<file path="config.mk">
export PLATFORM = sky130hd
export DESIGN_NAME = i2s_adc_rx
export DESIGN_NICKNAME = d
export VERILOG_FILES = /design/src/rtl/i2s_pkg.sv /design/src/rtl/i2s_sync_edge.sv /design/src/rtl/i2s_adc_rx.sv
export SDC_FILE = /design/constraint.sdc
export NUM_CORES = 1
export LEC_CHECK = 0
export ABC_AREA = 1
export CAP_MARGIN = 10
export CORE_MARGIN = 5
export CORE_UTILIZATION = 48
export CTS_BUF_LIST = sky130_fd_sc_hd__clkbuf_16
export CTS_CLUSTER_SIZE = 16
export DETAILED_ROUTE_END_ITERATION = 10
export GPL_ROUTABILITY_DRIVEN = 0
export GPL_TIMING_DRIVEN = 1
export PLACE_DENSITY = 0.7
export SLEW_MARGIN = 20
export SYNTH_ARGS = -nofsm -noshare
export SYNTH_HDL_FRONTEND = slang
export SYNTH_SLANG_ARGS = --single-unit
</file>
<file path="constraint.sdc">
create_clock -name CLOCK_50 -period 3.11 [get_ports CLOCK_50]
set_clock_uncertainty 0.15 [all_clocks]
set_input_delay 0.622 -clock CLOCK_50 [delete_from_list [all_inputs] [get_ports CLOCK_50]]
set_output_delay 0.622 -clock CLOCK_50 [all_outputs]
set_load 0.03 [all_outputs]
</file>
<file path="src/rtl/i2s_pkg.sv">
// rtl/i2s_pkg.sv - shared states and constants for the I2S ADC capture path
package i2s_pkg;

  typedef enum logic [1:0] {SEEK, DELAY, SHIFT, HOLD} state_e;

  localparam logic LEFT           = 1'b0;
  localparam logic RIGHT          = 1'b1;
  localparam int   MIN_OVERSAMPLE = 8;

endpackage

</file>
<file path="src/rtl/i2s_sync_edge.sv">
// rtl/i2s_sync_edge.sv - synchronizer and rising-edge strobe for one clock-like input
// plus auxiliary inputs sampled from the same stage on that edge.
module i2s_sync_edge #(
  parameter int STAGES = 2,
  parameter int AUX_W  = 2
) (
  input  logic             clk,
  input  logic             rst_n,
  input  logic             edge_in,
  input  logic [AUX_W-1:0] aux_in,
  output logic             rise,
  output logic [AUX_W-1:0] aux_out
);

  logic [AUX_W:0]   sync_q [STAGES];
  logic [AUX_W:0]   sync_d [STAGES];
  logic [AUX_W:0]   last;
  logic             prev_q, prev_d;
  logic             rise_q, rise_d;
  logic [AUX_W-1:0] aux_q, aux_d;

  always_comb begin
    sync_d[0] = {aux_in, edge_in};
    for (int i = 1; i < STAGES; i++) sync_d[i] = sync_q[i-1];
    last   = sync_q[STAGES-1];
    prev_d = last[0];
    rise_d = last[0] & ~prev_q;
    // aux is captured alongside the strobe so both appear in the same cycle
    aux_d  = rise_d ? last[AUX_W:1] : aux_q;
  end

  always_ff @(posedge clk or negedge rst_n) begin
    if (!rst_n) begin
      for (int i = 0; i < STAGES; i++) sync_q[i] <= '0;
      prev_q <= 1'b0;
      rise_q <= 1'b0;
      aux_q  <= '0;
    end else begin
      for (int i = 0; i < STAGES; i++) sync_q[i] <= sync_d[i];
      prev_q <= prev_d;
      rise_q <= rise_d;
      aux_q  <= aux_d;
    end
  end

  assign rise    = rise_q;
  assign aux_out = aux_q;

endmodule

</file>
<file path="src/rtl/i2s_adc_rx.sv">
// rtl/i2s_adc_rx.sv - I2S ADC deserializer with valid/ready pair output and sticky flags.
// Optional peak-magnitude tracking under I2S_RX_PEAK_EN.
module i2s_adc_rx
  import i2s_pkg::*;
#(
  parameter int DATA_WIDTH  = 16,
  parameter int SYNC_STAGES = 2
) (
  input  logic                  CLOCK_50,
  input  logic                  reset_n,
  input  logic                  AUD_BCLK,
  input  logic                  AUD_ADCLRCK,
  input  logic                  AUD_ADCDAT,
  input  logic                  sample_ready,
  input  logic                  clear_flags,
  output logic [DATA_WIDTH-1:0] sample_l,
  output logic [DATA_WIDTH-1:0] sample_r,
  output logic                  sample_valid,
  output logic                  overrun,
  output logic                  frame_err
`ifdef I2S_RX_PEAK_EN
  ,
  output logic [DATA_WIDTH-2:0] peak_l,
  output logic [DATA_WIDTH-2:0] peak_r
`endif
);

  localparam int CNT_W = $clog2(DATA_WIDTH + 1);

  logic                  bclk_rise;
  logic [1:0]            aux;
  logic                  lr, dat;

  state_e                state_q, state_d;
  logic [CNT_W-1:0]      bit_cnt_q, bit_cnt_d;
  logic [DATA_WIDTH-1:0] sr_q, sr_d, shifted;
  logic                  chan_q, chan_d;
  logic                  lr_prev_q, lr_prev_d;
  logic [DATA_WIDTH-1:0] left_hold_q, left_hold_d;
  logic                  left_ok_q, left_ok_d;
  logic [DATA_WIDTH-1:0] sample_l_q, sample_l_d, sample_r_q, sample_r_d;
  logic                  valid_q, valid_d;
  logic                  overrun_q, overrun_d;
  logic                  frame_err_q, frame_err_d;
  logic                  publish, frame_set, load;

  i2s_sync_edge #(
    .STAGES (SYNC_STAGES),
    .AUX_W  (2)
  ) u_sync (
    .clk     (CLOCK_50),
    .rst_n   (reset_n),
    .edge_in (AUD_BCLK),
    .aux_in  ({AUD_ADCLRCK, AUD_ADCDAT}),
    .rise    (bclk_rise),
    .aux_out (aux)
  );

  assign lr  = aux[1];
  assign dat = aux[0];

  // The edge that first shows a new LRCK level is the I2S delay bit; it moves
  // the FSM into DELAY, and the edge taken in DELAY carries the MSB.
  always_comb begin
    state_d     = state_q;
    bit_cnt_d   = bit_cnt_q;
    sr_d        = sr_q;
    chan_d      = chan_q;
    lr_prev_d   = lr_prev_q;
    left_hold_d = left_hold_q;
    left_ok_d   = left_ok_q;
    publish     = 1'b0;
    frame_set   = 1'b0;
    shifted     = {sr_q[DATA_WIDTH-2:0], dat};
    if (bclk_rise) begin
      lr_prev_d = lr;
      if (state_q == SEEK) begin
        if (lr_prev_q && !lr) begin
          state_d   = DELAY;
          chan_d    = LEFT;
          bit_cnt_d = '0;
          left_ok_d = 1'b0;
        end
      end else if (lr != lr_prev_q) begin
        frame_set = (state_q == SHIFT);
        state_d   = DELAY;
        chan_d    = lr;
        bit_cnt_d = '0;
        if (state_q == SHIFT || lr == LEFT) left_ok_d = 1'b0;
      end else begin
        case (state_q)
          DELAY: begin
            sr_d      = shifted;
            bit_cnt_d = CNT_W'(1);
            state_d   = SHIFT;
          end
          SHIFT: begin
            sr_d      = shifted;
            bit_cnt_d = bit_cnt_q + CNT_W'(1);
            if (bit_cnt_d == CNT_W'(DATA_WIDTH)) begin
              state_d = HOLD;
              if (chan_q == LEFT) begin
                left_hold_d = shifted;
                left_ok_d   = 1'b1;
              end else begin
                publish   = left_ok_q;
                left_ok_d = 1'b0;
              end
            end
          end
          default: ;
        endcase
      end
    end
  end

  always_comb begin
    load        = publish & (~valid_q | sample_ready);
    valid_d     = load | (valid_q & ~sample_ready);
    sample_l_d  = load ? left_hold_q : sample_l_q;
    sample_r_d  = load ? shifted : sample_r_q;
    overrun_d   = (publish & ~load) | (overrun_q & ~clear_flags);
    frame_err_d = frame_set | (frame_err_q & ~clear_flags);
  end

  always_ff @(posedge CLOCK_50 or negedge reset_n) begin
    if (!reset_n) begin
      state_q     <= SEEK;
      bit_cnt_q   <= '0;
      sr_q        <= '0;
      chan_q      <= LEFT;
      lr_prev_q   <= 1'b0;
      left_hold_q <= '0;
      left_ok_q   <= 1'b0;
      sample_l_q  <= '0;
      sample_r_q  <= '0;
      valid_q     <= 1'b0;
      overrun_q   <= 1'b0;
      frame_err_q <= 1'b0;
    end else begin
      state_q     <= state_d;
      bit_cnt_q   <= bit_cnt_d;
      sr_q        <= sr_d;
      chan_q      <= chan_d;
      lr_prev_q   <= lr_prev_d;
      left_hold_q <= left_hold_d;
      left_ok_q   <= left_ok_d;
      sample_l_q  <= sample_l_d;
      sample_r_q  <= sample_r_d;
      valid_q     <= valid_d;
      overrun_q   <= overrun_d;
      frame_err_q <= frame_err_d;
    end
  end

  assign sample_l     = sample_l_q;
  assign sample_r     = sample_r_q;
  assign sample_valid = valid_q;
  assign overrun      = overrun_q;
  assign frame_err    = frame_err_q;

`ifdef I2S_RX_PEAK_EN
  logic [DATA_WIDTH-2:0] peak_l_q, peak_l_d, peak_r_q, peak_r_d;
  logic [DATA_WIDTH-2:0] mag_l, mag_r;

  // |x| in DATA_WIDTH-1 bits; the most negative code saturates to all-ones
  function automatic logic [DATA_WIDTH-2:0] mag_sat(input logic [DATA_WIDTH-1:0] x);
    logic [DATA_WIDTH-1:0] m;
    m = x[DATA_WIDTH-1] ? (~x + DATA_WIDTH'(1)) : x;
    return m[DATA_WIDTH-1] ? '1 : m[DATA_WIDTH-2:0];
  endfunction

  always_comb begin
    mag_l    = mag_sat(left_hold_q);
    mag_r    = mag_sat(shifted);
    peak_l_d = clear_flags ? '0 : peak_l_q;
    peak_r_d = clear_flags ? '0 : peak_r_q;
    if (load && mag_l > peak_l_d) peak_l_d = mag_l;
    if (load && mag_r > peak_r_d) peak_r_d = mag_r;
  end

  always_ff @(posedge CLOCK_50 or negedge reset_n) begin
    if (!reset_n) begin
      peak_l_q <= '0;
      peak_r_q <= '0;
    end else begin
      peak_l_q <= peak_l_d;
      peak_r_q <= peak_r_d;
    end
  end

  assign peak_l = peak_l_q;
  assign peak_r = peak_r_q;
`endif

endmodule

</file>
==> impl_metrics.yaml, run 1 <==
synthesis:
  synth_edf_count: 0
  seq_area_frac_synth_pct: 60.6
  synth-simple-area-share_pct: 26.8
  yosysUniqueCellTypes: 23
  synthAdderAreaFrac_pct: 2.11
  yosysTopAreaCell: "dfrtp_1"
  synth_mux_area_share_pct: 0.634
  ys.flop_type: "dfrtp_1"
  synthesis.nets: 392
  synth_area_um2: 3550
  async_flop_share_pct: 100
  yosys-top-cells-area: "dfrtp_1 61%, nand2_1 14%, nand4_1 6.2%, nand3_1 3.1%, inv_1 2.5%"
  synthTopCellsByCount: "133 x nand2_1, 86 x dfrtp_1, 35 x nand4_1"
  netlist.area_leader.share_pct: 60.6
  synth_most_common_cell: "nand2_1"
  synth_compound_area_share_pct: 4.26
  synthCells: 379
  yosys_warnings: 0
  avgSynthCellArea_um2: 9.37
  synth_top_family_by_area: "simple AND/OR/NAND/NOR gates"
  ys_ff_latch: 86
  synth_xor_area_share_pct: 0
grt:
  overflow: 0
  track_usage_pct: 17.2
  grt_max_degree: 87
  grt_pass1_vias: 2643
  grt_pass1_wl_mm: 12.2
  antenna_found_initial: 0
clocking:
  htreeDepth: 3
  clock_latency_ns: 0.33
  cts_tree: "yes"
  path_clk_slew_ns: 0.06
  cts_root_buffer: "clkbuf_16"
  cts_made_buffers: 9
  clkSinkCount: 86
  cts_hold_buf: 0
  post_cts_resized: 0
  clockBufferDepth: 2
  cts_setup_buffers: 0
cells_and_area:
  post-route-cell-area_um2: 4380
  fin_util_pct: 60.7
  final_nets: 433
  drive_above_1_share_pct: 8.71
  diodes: 0
  syn2layout_area_growth_pct: 23.4
place:
  hpwlAfterDp_mm: 4.89
  pre_cts_slack_ns: 0.961
  placed_cell_area_um2: 4060
  numPortBuffers: 41
critical_path:
  cp_num_buf_inv: 4
  crit_fanout: 32
  cp_top_family: "simple AND/OR/NAND/NOR gates"
  r2r_start: "u_sync.aux_out[1]"
  crit_cells: 11
  rr_worst_depth: 11
  endpoint: "sample_r[10]"
  cp_data_required_time_ns: 3.17
  cp_common_cell: "nand2_1"
  cpPeakStageDelay_ns: 0.33
  critPathCaptureType: "register"
  cp-startpoint: "u_sync.aux_out[1]"
  ff2ff_setup_slack_ns: 0.92
  path_cells: "inv_1 -> ha_1 -> inv_2 -> nor2_4 -> nand2_1 -> nor2_2 -> buf_4 -> nand4_1 -> buf_4 -> nand2_1 -> nand2_1"
  criticalPathCategory: "reg2reg"
  r2r_end: "sample_r[10]"
  critical-path-slowest-cell: "ha_1"
  arrival_ns: 2.26
  critPathLaunchType: "register"
floorplanning:
  die_w_um: 96.0
  die-area_um2: 9220
  die_h_um: 96.0
  coreArea_um2: 7210
  ioPinCount: 42
  num_rows: 31
  start_util_pct: 49.2
power_and_ir_drop:
  power.density_nw_per_um2: 673
  comb_power_share_pct: 14.4
  clock_power_share_pct: 38.4
  p_seq_share_pct: 47.1
  switching_share_pct: 28.5
  peakVddDrop_mv: 0.355
  p_switching_w: 0.000841
  cellInternalPower_w: 0.00211
  p_leak_nw: 2.22
sta:
  rsz0062_at_grt: "no"
  setup_tns_ns: 0
  setup_violations: 0
  layout_min_cycle_time_ns: 2.19
  final.setup.worst_slack_ns: 0.918
  post-route-period-util_pct: 70.5
  slew_headroom_pct: 55.6
  fmax_mhz: 456
  worstMarginPinSlew_ns: 0.667
  drv_slew: 0
  hold_viol: 0
routing:
  drc: 0
  postRouteAntennaNets: 0
  vias: 2696
  drtIter0Drc: 143
  viasPerCell: 5.15
  post_drt_wl_per_cell_um: 13.7
  dr.pass1.iters: 4
  wirelength_mm: 7.20
min_path:
  hold_class: "in2async"
run_status:
  outcome: "finished, final reports clean"
run:
  max_cap_violations: 0
==> kinds of logic after synthesis <==
| kind of cell | count (synthesis) |
|---|---|
| simple gates | 210 |
| flops | 86 |
| buf+inv | 46 |
| compound gates | 29 |
| fa+ha+maj | 6 |
| mux | 2 |
==> layout by cell type (no fill, tap or decap), drive strengths merged, types with 6 or more instances in the layout <==
master and instances:
o21ai 19, clkbuf 9, nor2 14, ha 6, a21oi 7, clkdlybuf4s50 40, inv 28, nand2 135
dfrtp 86, nand3 23, nand4 35, buf 9
==> sequential cells by signal (all words and copies together) (netlist names), 2 cells and up <==
signal          cells
bit_cnt_q           5
u_sync.sync_d       3
sample_l           16
sample_r           16
sr_q               15
state_q             2
u_sync.aux_out      2
u_sync.last         3
left_hold_q        16
==> metrics by stage <==
stage / hold WS (ns) / power (W) / instances
6_report: 0.139 / 0.00295 / 524
5_1_grt: 0.193 / 0.00309 / 524
4_1_cts: 0.189 / 0.00297 / 524
3_5_place_dp: 0.186 / 0.00182 / 508
3_3_place_gp: 0.187 / 0.00180 / 508
2_1_floorplan: 0.176 / 0.00167 / 379
==> worst register-to-register path, stage by stage (launching register included) <==
cell and delay, ns:
dfrtp_1 0.32, inv_1 0.07, ha_1 0.33, inv_2 0.07
nor2_4 0.13, nand2_1 0.10, nor2_2 0.11, buf_4 0.24
nand4_1 0.12, buf_4 0.26, nand2_1 0.12, nand2_1 0.07
==> cell type report <==
type,count,area [um^2]
clock buffers,9,225
clock inverters,7,97.6
fillers,628,2830
inverters,27,101
multi-input cells,247,1200
flip-flops and latches,86,2150
well taps,99,124
repair buffers,49,480
==> layer usage <==
metal  routed length [um]  share of wire, %  global-route usage [%]
met2                 3430                48                    27.1
met1                 3350                47                    23.4
met3                  317               4.4                    3.21
met4                  102               1.4                    7.35
met5                    0                 0                       0
==> power by group through the flow <==
stage                     Combinational [W]  Sequential [W]  Clock, W
final                              0.000426         0.00139   0.00113
after floorplan                    0.000307         0.00136         0
after global placement             0.000403         0.00140         0
after detailed placement           0.000421         0.00140         0
after global routing               0.000481         0.00140   0.00121
after CTS                          0.000426         0.00138   0.00116
==> how the worst min path moves through the flow <==
| stage | from | slack [ns] | endpoint | cells after the start |
|---|---|---|---|---|
| floorplan | reset_n | 0.18 | bit_cnt_q[0] | 0 |
| global placement | u_sync.sync_d[1] | 0.19 | u_sync.last[1] | 0 |
| detailed placement | u_sync.sync_d[1] | 0.19 | u_sync.last[1] | 0 |
| CTS | reset_n | 0.19 | bit_cnt_q[1] | 2 |
| global route | reset_n | 0.19 | bit_cnt_q[1] | 2 |
| finish | reset_n | 0.14 | bit_cnt_q[1] | 2 |
Power figures use the tool's default switching activity.
==> inputs of run 2 (changes only) <==
PLACE_DENSITY = 0.73   (was 0.7)
clock period = 2 ns   (was 3.11 ns; I/O delays follow)
==> run 2 against run 1 <==
Via count is 3.8% higher. Sequential power is 56% higher. Critical path type is now reg2out. Core utilization is 2.5 points higher. Flip-flop and latch count stayed put.
==> impl_metrics.yaml, run 2 (same netlist as run 1, synthesis figures left out) <==
grt:
  overflow: 0
  grt_pass1_wl_mm: 13.0
  antenna_found_initial: 0
  grt_max_degree: 48
  grt_pass1_vias: 2783
  track_usage_pct: 18.5
critical_path:
  cpPeakStageDelay_ns: 0.70
  r2r_start: "lr_prev_q"
  cp_top_family: "buffers and inverters"
  crit_fanout: 2
  critPathLaunchType: "register"
  cp-startpoint: "sample_r[4]"
  critPathCaptureType: "primary output"
  cp_data_required_time_ns: 1.45
  critical-path-slowest-cell: "clkdlybuf4s50_1"
  ff2ff_setup_slack_ns: 0.13
  cp_num_buf_inv: 1
  path_cells: "clkdlybuf4s50_1"
  arrival_ns: 1.39
  criticalPathCategory: "reg2out"
cells_and_area:
  multi_input_area_um2: 1240
  final_cell_mix: "132 x nand2_1, 86 x dfrtp_1, 40 x clkdlybuf4s50_1"
  final_cells: 536
  fin_util_pct: 63.2
  diodes: 0
  syn2layout_area_growth_pct: 28.4
  drive_above_1_share_pct: 11.9
  final_nets: 445
  final.fill_count: 588
  final_common_cell: "nand2_1"
  register_area_um2: 2150
routing:
  drc: 0
  viasPerCell: 5.22
  post_drt_wl_per_cell_um: 14.4
  drtIter0Drc: 170
  vias: 2799
  wirelength_mm: 7.70
  dr.pass1.iters: 4
  postRouteAntennaNets: 0
clocking:
  cts_made_buffers: 9
  clockBufferDepth: 2
  htreeDepth: 3
  clkSinkCount: 86
  path_clk_slew_ns: 0.06
  clock_latency_ns: 0.34
  cts_root_buffer: "clkbuf_16"
  cts_tree: "yes"
sta:
  hold_viol: 0
  slew_headroom_pct: 76.5
  setup_violations: 0
  drv_slew: 0
  fmax_mhz: 515
  layout_min_cycle_time_ns: 1.94
  post-route-period-util_pct: 97.2
  worstMarginPinSlew_ns: 0.352
  final.setup.worst_slack_ns: 0.0566
min_path:
  hold_class: "reg2reg"
  holdCritStartpoint: "u_sync.sync_d[1]"
floorplanning:
  die_h_um: 96.0
  die_w_um: 96.0
  die-area_um2: 9220
  coreArea_um2: 7210
  num_rows: 31
  ioPinCount: 42
  start_util_pct: 49.2
run:
  max_cap_violations: 0
place:
  hpwlAfterDp_mm: 5.19
  dpl.cell_count: 514
  pre_cts_slack_ns: 0.0524
  numPortBuffers: 41
run_status:
  outcome: "finished, final reports clean"
power_and_ir_drop:
  p_leak_nw: 2.30
  power.density_nw_per_um2: 983
  peakVddDrop_mv: 0.600
[run 2: cell count changes in the layout (fill, tap and decap cells not counted), moves of 2 or more]
cell       previous run  this run
buf_12                1         5
buf_4                 8        13
bufinv_16             2         0
clkbuf_16             9        11
[run 2: power by group]
| group | leakage [nW] | switching [W] | internal [W] |
|---|---|---|---|
| sequential | 1.15 | 0.000212 | 0.00195 |
| combinational | 1.02 | 0.000484 | 0.000283 |
| clock | 0.134 | 0.000698 | 0.000855 |
| total | 2.30 | 0.00139 | 0.00309 |
[run 2: layer usage]
metal / track usage, % / wire [um]
met5: 0 / 0
met4: 9.24 / 125
met3: 4.77 / 415
met2: 28.8 / 3830
met1: 23.8 / 3330
[run 2: area by class of cell]
class	count	share of cell area (%)
Clock inverter	7	1.26
Multi-Input combinational cell	247	27.2
Timing Repair Buffer	61	14.4
Inverter	27	2.22
Tap cell	99	2.72
Sequential cell	86	47.2
Clock buffer	9	4.94
[run 2: worst reg2reg max path, cell delays in order (launching register included)]
cell and delay, ns:
dfrtp_1 0.41, ha_4 0.29, inv_2 0.05, nor2_4 0.14, nand2_2 0.10, nor2_4 0.12
nand4_1 0.16, buf_12 0.20, nand2_1 0.10, nand2_1 0.05
[run 2: per-stage QoR]
step | hold slack, ns | setup TNS (ns) | cell area [um^2] | total power (W)
floorplan | -0.0456 | 0 | 3550 | 0.00260
global placement | 0.186 | 0 | 4140 | 0.00285
detailed placement | 0.185 | 0 | 4140 | 0.00289
CTS | 0.199 | 0 | 4430 | 0.00446
global route | 0.204 | -0.0477 | 4560 | 0.00473
finish | 0.197 | 0 | 4560 | 0.00448
[run 2: path summary, 6_finish.rpt]
check,endpoint,cells past startpoint
max in group asynchronous,sr_q[12],3
min in group asynchronous,bit_cnt_q[0],2
max reg2reg,sample_l[10],9
max,sample_r[4],1
min reg2reg,u_sync.last[1],0
min,u_sync.last[1],0
[run 2: what timing repair did]
item / CTS / global route
endpoints found under the setup margin: 0 / 64
resized for setup: 0 / 10
setup buffers: 0 / 3
hold buffers: 1 / 0
endpoints found under the hold margin: 25 / 0
